## src/rtl/tmds_channel_decoder.sv

```systemverilog
// One TMDS receive channel: finds 10-bit symbol alignment by hunting for
// control tokens, then decodes each aligned symbol as video, control and TERC4.
module tmds_channel_decoder #(
  parameter int LOCK_COUNT    = 16,
  parameter int SEARCH_WINDOW = 4096
) (
  input  logic       clk_pixel,
  input  logic       reset_n,
  input  logic [9:0] raw_word,
  output logic       locked,
  output logic [3:0] offset,
  output logic [7:0] video_data,
  output logic [1:0] ctrl,
  output logic [3:0] terc4,
  output logic       is_ctrl,
  output logic       is_terc4
);
  localparam int            CW       = $clog2(SEARCH_WINDOW);
  localparam logic [CW-1:0] CNT_LAST = CW'(SEARCH_WINDOW - 1);
  localparam logic [7:0]    RUN_LOCK = 8'(LOCK_COUNT);

  typedef enum logic [1:0] {ST_SEARCH, ST_VERIFY, ST_LOCKED} state_e;

  state_e        state_q, state_d;
  logic [9:0]    prev_q, prev_d;
  logic [9:0]    sym_q, sym_d;
  logic [3:0]    offset_q, offset_d;
  logic          locked_q, locked_d;
  logic [CW-1:0] win_q, win_d;
  logic [CW-1:0] wd_q, wd_d;
  logic [7:0]    run_q, run_d;
  logic [7:0]    video_q, video_d;
  logic [1:0]    ctrl_q, ctrl_d;
  logic [3:0]    terc4_q, terc4_d;
  logic          is_ctrl_q, is_ctrl_d;
  logic          is_terc4_q, is_terc4_d;

  logic [18:0]   cat;
  logic [7:0]    qbits;
  logic [7:0]    vdec;
  logic [3:0]    offset_slip;
  logic          win_exp;
  logic [7:0]    run_inc;

  // Bit 19 of {raw_word, prev_q} can never fall inside a 10-bit window.
  assign cat = {raw_word[8:0], prev_q};

  always_comb begin
    prev_d = raw_word;
    sym_d  = prev_q;
    for (int i = 1; i < 10; i++) begin
      if (offset_q == 4'(i)) sym_d = cat[i +: 10];
    end
  end

  always_comb begin
    is_ctrl_d = 1'b1;
    ctrl_d    = 2'd0;
    case (sym_q)
      10'b1101010100: ctrl_d = 2'd0;
      10'b0010101011: ctrl_d = 2'd1;
      10'b0101010100: ctrl_d = 2'd2;
      10'b1010101011: ctrl_d = 2'd3;
      default:        is_ctrl_d = 1'b0;
    endcase
  end

  always_comb begin
    is_terc4_d = 1'b1;
    terc4_d    = 4'h0;
    case (sym_q)
      10'b1010011100: terc4_d = 4'h0;
      10'b1001100011: terc4_d = 4'h1;
      10'b1011100100: terc4_d = 4'h2;
      10'b1011100010: terc4_d = 4'h3;
      10'b0101110001: terc4_d = 4'h4;
      10'b0100011110: terc4_d = 4'h5;
      10'b0110001110: terc4_d = 4'h6;
      10'b0100111100: terc4_d = 4'h7;
      10'b1011001100: terc4_d = 4'h8;
      10'b0100111001: terc4_d = 4'h9;
      10'b0110011100: terc4_d = 4'hA;
      10'b1011000110: terc4_d = 4'hB;
      10'b1010001110: terc4_d = 4'hC;
      10'b1001110001: terc4_d = 4'hD;
      10'b0101100011: terc4_d = 4'hE;
      10'b1011000011: terc4_d = 4'hF;
      default:        is_terc4_d = 1'b0;
    endcase
  end

  // sym[9] undoes the DC-balance inversion, sym[8] picks XOR vs XNOR chaining.
  always_comb begin
    qbits   = sym_q[9] ? ~sym_q[7:0] : sym_q[7:0];
    vdec    = 8'h00;
    vdec[0] = qbits[0];
    for (int i = 1; i < 8; i++) begin
      vdec[i] = sym_q[8] ? (qbits[i] ^ qbits[i-1]) : ~(qbits[i] ^ qbits[i-1]);
    end
    video_d = vdec;
  end

  assign offset_slip = (offset_q == 4'd9) ? 4'd0 : offset_q + 4'd1;
  assign win_exp     = (win_q == CNT_LAST);
  assign run_inc     = run_q + 8'd1;

  // Alignment FSM judges the registered symbol; window expiry beats everything.
  always_comb begin
    state_d  = state_q;
    offset_d = offset_q;
    locked_d = locked_q;
    win_d    = win_q;
    run_d    = run_q;
    wd_d     = wd_q;
    case (state_q)
      ST_SEARCH: begin
        win_d = win_q + 1'b1;
        if (win_exp) begin
          offset_d = offset_slip;
          win_d    = '0;
          run_d    = 8'd0;
        end else if (is_ctrl_d) begin
          state_d = ST_VERIFY;
          run_d   = 8'd1;
        end
      end
      ST_VERIFY: begin
        win_d = win_q + 1'b1;
        if (win_exp) begin
          state_d  = ST_SEARCH;
          offset_d = offset_slip;
          win_d    = '0;
          run_d    = 8'd0;
        end else if (!is_ctrl_d) begin
          state_d = ST_SEARCH;
          run_d   = 8'd0;
        end else begin
          run_d = run_inc;
          if (run_inc == RUN_LOCK) begin
            state_d  = ST_LOCKED;
            locked_d = 1'b1;
            wd_d     = '0;
          end
        end
      end
      ST_LOCKED: begin
        if (is_ctrl_d) begin
          wd_d = '0;
        end else if (wd_q == CNT_LAST) begin
          state_d  = ST_SEARCH;
          locked_d = 1'b0;
          offset_d = offset_slip;
          win_d    = '0;
          run_d    = 8'd0;
        end else begin
          wd_d = wd_q + 1'b1;
        end
      end
      default: state_d = ST_SEARCH;
    endcase
  end

  always_ff @(posedge clk_pixel) begin
    if (!reset_n) begin
      state_q    <= ST_SEARCH;
      prev_q     <= '0;
      sym_q      <= '0;
      offset_q   <= '0;
      locked_q   <= 1'b0;
      win_q      <= '0;
      wd_q       <= '0;
      run_q      <= '0;
      video_q    <= '0;
      ctrl_q     <= '0;
      terc4_q    <= '0;
      is_ctrl_q  <= 1'b0;
      is_terc4_q <= 1'b0;
    end else begin
      state_q    <= state_d;
      prev_q     <= prev_d;
      sym_q      <= sym_d;
      offset_q   <= offset_d;
      locked_q   <= locked_d;
      win_q      <= win_d;
      wd_q       <= wd_d;
      run_q      <= run_d;
      video_q    <= video_d;
      ctrl_q     <= ctrl_d;
      terc4_q    <= terc4_d;
      is_ctrl_q  <= is_ctrl_d;
      is_terc4_q <= is_terc4_d;
    end
  end

  assign locked     = locked_q;
  assign offset     = offset_q;
  assign video_data = video_q;
  assign ctrl       = ctrl_q;
  assign terc4      = terc4_q;
  assign is_ctrl    = is_ctrl_q;
  assign is_terc4   = is_terc4_q;

endmodule

```

## config.mk

```make
export PLATFORM = sky130hd
export DESIGN_NAME = tmds_channel_decoder
export DESIGN_NICKNAME = d
export VERILOG_FILES = /design/src/rtl/tmds_channel_decoder.sv
export SDC_FILE = /design/constraint.sdc
export NUM_CORES = 1
export LEC_CHECK = 0
export CAP_MARGIN = 20
export CORE_ASPECT_RATIO = 0.9
export CORE_UTILIZATION = 60
export CTS_CLUSTER_SIZE = 24
export DETAILED_ROUTE_END_ITERATION = 7
export PLACE_DENSITY = 0.88
export SYNTH_ARGS = -nofsm -noshare
export SYNTH_HDL_FRONTEND = slang
export SYNTH_SLANG_ARGS = --single-unit
```

## constraint.sdc

```tcl
create_clock -name clk_pixel -period 3.5 [get_ports clk_pixel]
set_input_delay 0.7 -clock clk_pixel [delete_from_list [all_inputs] [get_ports clk_pixel]]
set_output_delay 0.7 -clock clk_pixel [all_outputs]
set_load 0.02 [all_outputs]
```

## Yosys cells after proc, flatten, opt, wreduce, memory -nomap -nowiden

Index checks and enable logic that the tools add are counted.
W data, S select, Z words.

- Logic and storage cells: 147
- Memories kept: 0
- Register bits: 75
- Bits in read-only memories: 0
- Input port bits: 12
- Latch bits: 0
- RAM bits: 0

- Shifts and indexed selects: 0
- Div/mod/pow operators: 0
- Multiply operators: 0
- Equal/unequal tests: 45
- Bitwise logic cells: 15
- Add/subtract/negate cells: 4
- $lt $le $gt $ge: 0
- Mux-type cells: 57
- Reductions and logical operators: 13

Operator list:

| kind | number |
|---|---|
| $eq A10 B10 Y1 const B | 11 |
| $mux W12 | 8 |
| $mux W10 | 9 |
| $eq A10 B9 Y1 const B | 8 |
| $pmux W4 S15 | 1 |
| $mux W8 | 7 |
| $pmux W12 S2 | 2 |
| $add A12 B1 Y12 const B | 2 |
| $eq A12 B12 Y1 const B | 2 |
| $pmux W8 S3 | 1 |
| $eq A4 B3 Y1 const B | 4 |
| $mux W4 | 4 |
| $reduce_or A16 Y1 | 1 |
| $mux W1 | 14 |
| $mux W2 | 7 |
| $ne A2 B2 Y1 const B | 7 |
| $pmux W2 S3 | 2 |
| $eq A10 B8 Y1 const B | 1 |
| $reduce_and A5 Y1 | 2 |
| $add A8 B1 Y8 const B | 1 |
| $eq A4 B2 Y1 const B | 2 |
| $eq A4 B4 Y1 const B | 2 |
| $eq A8 B5 Y1 const B | 1 |
| $not A8 Y8 | 1 |
| other kinds (19) | 34 |

## Logic depth before layout (Yosys ltp)

Gate-level depths: netlist of the first run.

- Depth in word-level cells: 10
- Gate-level depth with buffers: 10
- Depth with buffers taken out: 8

## Worst setup path before layout of the first run

Ideal clock, no wire load.

- Path kind: reg-to-reg
- Start point: reg sym_q[2]
- End point: reg run_q[4]
- Stages on the path, launching flop included: 9
- Clock period less this slack: 2.455 ns
- Path buffers: 2
- Path slack: 1.045 ns
- Data arrival time: 2.396 ns
- Cell sequence: dfxtp_1 -> buf_6 -> nand3b_4 -> or4b_1 -> buf_2 -> a2111o_1 -> or3_4 -> or3b_1 -> nand2_1

- Word-level cells in the longest chain between the ends: 6

Ends and longest elaborated chain:

| element | RTL line | source |
|---|---|---|
| start, declared | 26 | `logic [9:0] sym_q, sym_d;` |
| start signal, assigned | 181 | `sym_q <= sym_d;` |
| $eq A10 B10 Y1, or another cell as far along | 59 | `case (sym_q)` |
| $reduce_or A4 Y1 (no source line) * | n/a |  |
| $mux W1 * | 59 |  |
| $mux W8 | 134 | `end else if (!is_ctrl_d) begin` |
| $mux W8 | 129 | `if (win_exp) begin` |
| $pmux W8 S3 | 115 | `case (state_q)` |
| end signal, assigned | 186 | `run_q <= run_d;` |
| end, declared | 31 | `logic [7:0] run_q, run_d;` |

Mark *: on every way between the ends. The rest lies on a longest branch, timed or not.
A chain may end at the register's enable or synchronous reset.

## Worst setup path in the final report of the first run

- Start point: reg run_q[0]
- End point: reg wd_q[9]

- Word-level cells in the longest chain between the ends: 4

Ends and longest elaborated chain:

| element | RTL line | source |
|---|---|---|
| $add A8 B1 Y8 | 105 | `assign run_inc = run_q + 8'd1;` |
| $eq A8 B5 Y1 | 139 | `if (run_inc == RUN_LOCK) begin` |
| $ne A2 B2 Y1 (no source line) | n/a |  |
| $reduce_and A5 Y1 (no source line) | n/a |  |
| end signal, assigned | 185 | `wd_q <= wd_d;` |
| end, declared | 30 | `logic [CW-1:0] wd_q, wd_d;` |

No other way between the ends.

==> results of run 1 <==
## layout make-up
| cell class | count | area (sq um) |
|---|---|---|
| multi-input cells | 478 | 3029 |
| well taps | 96 | 120.1 |
| clock inverters | 4 | 97.59 |
| clock buffers | 11 | 151.4 |
| fillers | 613 | 2271 |
| inverters | 14 | 52.55 |
| repair buffers | 42 | 395.4 |
| flip-flops and latches | 75 | 1503 |
## where the power goes
part / switching (mW) / internal (mW)
Sequential: 0.0334 / 0.875
Clock: 0.321 / 0.509
Combinational: 0.0749 / 0.0727
## placed cells by master, fill, tap and decap left out, types with 5 or more instances in the layout
cell type,instances
a21oi_1,45
a22oi_1,5
a31oi_1,12
and2_1,15
and3_1,9
and4_1,6
buf_4,10
clkbuf_8,11
clkdlybuf4s50_1,32
dfxtp_1,74
ha_1,8
inv_1,11
mux2i_1,12
nand2_1,42
nand2b_1,14
nand3_1,16
nand4_1,9
nor2_1,61
nor2b_1,16
nor3_1,9
nor4bb_1,5
o211ai_1,5
o21ai_0,47
o221ai_1,6
o22ai_1,14
o31ai_1,9
or3_1,10
or4_1,7
xnor2_1,23
## per-stage QoR
step	utilization [%]	power, mW	hold slack [ns]	setup WS [ns]	area, sq um
global route	70.20	1.950	0.5253	0.2722	5349
global placement	66.93	1.069	0.4678	0.7951	5100
detailed placement	66.93	1.073	0.4797	0.5934	5100
floorplan	-	1.015	0.4537	1.045	4773
finish	70.20	1.886	0.4947	0.4906	5349
CTS	70.20	1.899	0.4910	0.5539	5349
## registers in the layout, summed over array words and instances (netlist names), 2 cells and up
name	flops
state_q	2
win_q	12
wd_q	12
sym_q	10
run_q	8
prev_q	10
video_data	8
terc4	4
offset	4
ctrl	2
## logic make-up after synthesis
logic type,Yosys count
compound gates,180
xor+xnor,27
fa+ha+maj,8
buf+inv,58
flops,75
mux,15
simple gates,248
## worst max-delay path by stage
stage,startpoint,endpoint,slack [ns],cells after the start
floorplan,sym_q[2],run_q[4],1.05,8
global placement,sym_q[7],wd_q[10],0.80,7
detailed placement,run_q[0],wd_q[9],0.59,7
CTS,run_q[0],wd_q[9],0.55,7
global route,sym_q[2],wd_q[9],0.27,7
finish,run_q[0],wd_q[9],0.49,7
## metal layers
metal	GRT usage, %	up-vias
met1	40.17	2150
met2	49.39	248
li1	-	2278
met4	10.85	0
met3	6.404	34
met5	0	-
## worst register-to-register path: cells and delay by family, from the launching register on
kind / cells / cell delay, ns
buf+inv: 1 / 0.29
simple gates: 3 / 1.16
flops: 1 / 0.43
compound gates: 3 / 1.06
==> flow_metrics.py, run 1 <==
metrics = {
    "clock_network": {
        "cts.path.max_buffers": 2,
        "hold_buffers": 0,
        "cts_tree": "built",
        "cts_sinks": 75,
        "htree_levels": 3,
        "clk_transition_reported_paths_ns": 0.08,
        "cts_buffers": 9,
        "clk_latency_ns": 0.35,
        "post-cts-setup-buffers": 0,
        "ctsResizeCount": 0,
        "root_buffer": "clkbuf_8",
    },
    "floorplanning": {
        "core.rowCount": 30,
        "ios": 33,
        "floorplan.initialDensity_pct": 62.64,
        "die_width_um": 96.02,
        "fp.coreArea_sq_um": 7620,
        "die_y_um": 86.62,
        "dieArea_sq_um": 8317,
    },
    "sta": {
        "tns_ns": 0,
        "min_period_over_period_pct": 85.98,
        "max_freq_mhz": 332.3,
        "finalHoldViolCount": 0,
        "setup_viol": 0,
        "fin_skew_ns": 0.01482,
        "worst_slew_margin_rel_pct": 39.60,
        "worstMarginPinSlew_ns": 0.9060,
        "rsz0062_at_grt": "false",
        "period_minus_slack_ns": 3.009,
        "slew_viol_final": 0,
    },
    "setup_path": {
        "r2r_end": "wd_q[9]",
        "cp.arrival_ns": 3.28,
        "cpMaxStageDelayCell": "or4_1",
        "reg2reg_depth": 7,
        "crit_chain": "nand3_1 > or4_1 > a221oi_2 > a22oi_1 > buf_4 > or3_1 > a21oi_1",
        "max_stage_delay_ns": 0.59,
        "crit_buf_inv": 1,
        "rr_startpoint": "run_q[0]",
        "required_ns": 3.77,
        "cp_max_fo": 13,
        "end_kind": "flip-flop",
        "setup.worst_path.start_class": "flip-flop",
        "critPathTopFamily": "simple AND/OR/NAND/NOR gates",
        "reg2reg_slack_ns": 0.49,
        "worstSetupPathType": "flip-flop to flip-flop",
    },
    "drt": {
        "drc": 2,
        "wl_met3_um": 1017,
        "routed.top_layer": "met4",
        "wl_per_cell_um": 16.98,
        "drt_iter0_drc": 374,
        "routed_wl_um": 12230,
        "ant_nets": 0,
        "m1WireLength_um": 5185,
        "wl_met2_um": 5787,
        "viasPerCell": 6.542,
        "first_pass_iters": 8,
        "num_vias": 4710,
    },
    "global_route": {
        "grt_max_degree": 44,
        "antenna_found_initial": 0,
        "grt_overflow": 0,
        "first_global_vias": 4220,
        "grt_usage_pct": 30.58,
        "grt_pass1_wl_um": 19940,
    },
    "logic_synthesis": {
        "synth_top_family_by_area": "simple AND/OR/NAND/NOR gates",
        "yosysMostFrequentCell": "dfxtp_1",
        "synth_top_area_share_pct": 31.45,
        "async_flop_share_pct": 0,
        "synthAdderAreaFrac_pct": 2.097,
        "ys_ff_latch": 75,
        "synthTopCellsByCount": "75 x dfxtp_1, 61 x nor2_1, 47 x o21ai_0",
        "ys.flop_type": "dfxtp_1",
        "synthesis.nets": 631,
        "synth_cell_types": 70,
        "avgSynthCellArea_sq_um": 7.812,
        "synth_area_sq_um": 4773,
        "synth_xor_area_share_pct": 4.954,
        "yosysWarnings": 0,
        "synthSimpleGateAreaFrac_pct": 28.78,
        "synth_top_area_cell": "dfxtp_1",
        "synth_compound_gate_area_share_pct": 24.40,
        "synth_edf_count": 0,
        "synth_top_cells_by_area": "dfxtp_1 31%, o21ai_0 4.9%, nor2_1 4.8%, a21oi_1 4.7%, xnor2_1 4.2%",
        "synth.area.mux_share_pct": 3.224,
        "syn_inst": 611,
        "ys_seq_area_share_pct": 31.45,
    },
    "status": {
        "violations": "DRC",
        "status": "finished, violations left",
    },
    "hold_path": {
        "min_path_cells": 2,
        "min_path_type": "flip-flop to flip-flop",
        "min_to": "wd_q[11]",
        "hold_start": "wd_q[11]",
    },
    "final_layout": {
        "drive_gt1_share_pct": 6.891,
        "antenna_cells": 0,
        "area.growth.synth_to_final_pct": 12.06,
        "final_cells": 720,
        "fin_nets": 640,
    },
    "power_and_ir_drop": {
        "pwr_density_cell_nw_per_um2": 352.7,
        "p_leak_nw": 1.928,
        "vdd_drop_max_uv": 252.9,
    },
    "placed_design": {
        "numPortBuffers": 32,
        "dp_cells": 705,
        "routabilityCongestion": 0.9554,
        "dp_hpwl_um": 8483,
    },
    "run": {
        "maxCapViolCount": 0,
    },
}
No activity file was read; power rests on OpenSTA's default activity.
==> run 2, diff against run 1 <==
--- a/config.mk
+++ b/config.mk
@@ -7,7 +7,9 @@
 export LEC_CHECK = 0
 export CAP_MARGIN = 20
 export CORE_ASPECT_RATIO = 0.9
+export CORE_MARGIN = 10
 export CORE_UTILIZATION = 60
+export CTS_CLUSTER_DIAMETER = 100
 export CTS_CLUSTER_SIZE = 24
 export DETAILED_ROUTE_END_ITERATION = 7
 export PLACE_DENSITY = 0.88
==> run 2 against run 1 <==
  * The run now ends clean
  * Non-clock buffer count shrank 1
  * Final cell count is the same
  * First-iteration DRC count grew 42%
  * Critical path type unchanged
  * Largest power group unchanged
==> flow_metrics.py, run 2 (synthesis gave the netlist of run 1 again) <==
metrics = {
    "hold_path": {
        "min_path_type": "flip-flop to flip-flop",
        "min_path_cells": 2,
    },
    "power_and_ir_drop": {
        "vdd_drop_max_uv": 263.9,
        "sw_frac_of_total_pct": 23.63,
        "power_frac_comb_pct": 8.4,
        "internal_power_mw": 1.333,
        "power_frac_seq_pct": 52.2,
        "p_leak_nw": 1.909,
        "pwr_density_cell_nw_per_um2": 329.0,
        "power_mw": 1.745,
        "p_sw_mw": 0.4125,
        "pwr-share-clk_pct": 39.5,
    },
    "final_layout": {
        "drive_gt1_share_pct": 6.891,
        "reg_top3": "wd_q: 12 flops, win_q: 12 flops",
        "final_cell_mix": "74 x dfxtp_1, 61 x nor2_1, 47 x o21ai_0, 45 x a21oi_1, 42 x nand2_1",
        "area.growth.synth_to_final_pct": 11.14,
        "fin_nets": 639,
        "final_common_cell": "dfxtp_1",
        "num-fill-cells": 648,
        "antenna_cells": 0,
    },
    "placed_design": {
        "post-place-ws_ns": 0.6034,
        "routabilityCongestion": 0.9361,
        "numPortBuffers": 32,
        "dp_hpwl_um": 8757,
    },
    "setup_path": {
        "setup.worst_path.start_class": "flip-flop",
        "rr_startpoint": "sym_q[2]",
        "crit_buf_inv": 2,
        "cpMaxStageDelayCell": "nor3b_1",
        "crit_path_frequent_cell": "buf_4",
        "reg2reg_slack_ns": 0.45,
        "crit_path_end": "wd_q[7]",
        "cp.arrival_ns": 3.33,
        "critPathTopFamily": "simple AND/OR/NAND/NOR gates",
        "cp_max_fo": 22,
        "worstSetupPathType": "flip-flop to flip-flop",
        "cp.depth": 8,
        "crit_chain": "nor3b_1 > nand3_1 > a31oi_1 > buf_4 > a22oi_1 > buf_4 > or4_1 > a21oi_1",
        "max_stage_delay_ns": 0.58,
        "required_ns": 3.78,
        "reg2reg_depth": 8,
        "end_kind": "flip-flop",
        "crit_path_start": "sym_q[2]",
        "r2r_end": "wd_q[7]",
    },
    "sta": {
        "finalHoldViolCount": 0,
        "period_minus_slack_ns": 3.049,
        "min_period_over_period_pct": 87.13,
        "fin_ws_ns": 0.4506,
        "fin_skew_ns": 0.01523,
        "tns_ns": 0,
        "worst_slew_margin_rel_pct": 50.70,
        "setup_viol": 0,
        "worstMarginPinSlew_ns": 0.7385,
        "hold_slack_ns": 0.4949,
        "max_freq_mhz": 327.9,
        "slew_viol_final": 0,
        "rsz0062_at_grt": "false",
    },
    "floorplanning": {
        "core.rowCount": 30,
        "die_width_um": 114.0,
        "ios": 33,
        "fp.coreArea_sq_um": 7657,
        "floorplan.initialDensity_pct": 62.34,
        "dieArea_sq_um": 11930,
        "die_y_um": 104.6,
    },
    "clock_network": {
        "cts_sinks": 75,
        "cts.path.max_buffers": 2,
        "cts_tree": "built",
        "hold_buffers": 0,
        "root_buffer": "clkbuf_8",
        "cts_buffers": 9,
        "clk_latency_ns": 0.35,
        "clk_transition_reported_paths_ns": 0.08,
        "htree_levels": 3,
        "ctsResizeCount": 0,
        "post-cts-setup-buffers": 0,
    },
    "global_route": {
        "grt_usage_pct": 20.26,
        "grt_max_degree": 36,
        "grt_pass1_wl_um": 20780,
        "first_global_vias": 4319,
        "antenna_found_initial": 0,
        "grt_overflow": 0,
    },
    "drt": {
        "ant_nets": 0,
        "drc": 0,
        "viasPerCell": 6.611,
        "wl_per_cell_um": 17.14,
        "first_pass_iters": 5,
        "num_vias": 4760,
        "drt_iter0_drc": 531,
        "routed_wl_um": 12340,
    },
    "run": {
        "maxCapViolCount": 0,
    },
    "status": {
        "status": "complete, no violations",
    },
}
## run 2: changes by cell type in the layout (fill, tap and decap cells not counted), sizes merged
cell / previous run / this run
buf: 10 / 9
bufinv: 3 / 1
clkbuf: 11 / 12
clkinv: 2 / 4
## run 2: through the flow
stage                     cells  utilization [%]  instance area [sq um]
final                       720            69.28                   5305
after global placement      704            66.50                   5092
after detailed placement    704            66.50                   5092
after global routing        720            69.28                   5305
after CTS                   720            69.28                   5305
after floorplan             611                -                   4773
## run 2: power by group through the flow
stage                     logic, mW  registers, mW  clock network [mW]
after floorplan              0.0968          0.918                   0
after global placement        0.143          0.927                   0
after detailed placement      0.144          0.928                   0
after CTS                     0.146          0.909               0.708
after global routing          0.159          0.914               0.740
final                         0.146          0.910               0.689
## run 2: cell type report
type,count,area [sq um],share of cell area (%)
multi-input combinational,478,3029,57.10
timing repair buffer,41,387.9,7.311
tap,96,120.1,2.264
clock inverter,4,47.55,0.8962
inverter,14,52.55,0.9906
sequential,75,1503,28.33
clock buffer,12,165.2,3.113
## run 2: tightest hold or removal path, stage by stage, from the launching register on
cell	delay (ns)
dfxtp_1	0.33
o31ai_1	0.07
a21oi_1	0.05
## run 2: worst min path at each step
stage / from / endpoint / slack (ns)
final: wd_q[5] / wd_q[5] / 0.49
after global routing: win_q[1] / win_q[1] / 0.52
after CTS: wd_q[5] / wd_q[5] / 0.49
after detailed placement: wd_q[5] / wd_q[5] / 0.49
after global placement: wd_q[10] / wd_q[10] / 0.47
after floorplan: wd_q[11] / wd_q[11] / 0.45
## run 2: routing by layer
metal  vias up  part of all wire [%]  global-route usage [%]
li1       2270                     -                       -
met1      2241                    42                   25.97
met2       217                    47                   32.00
met3        32                   8.8                   5.317
met4         0                   1.9                   6.977
met5         -                     0                       0
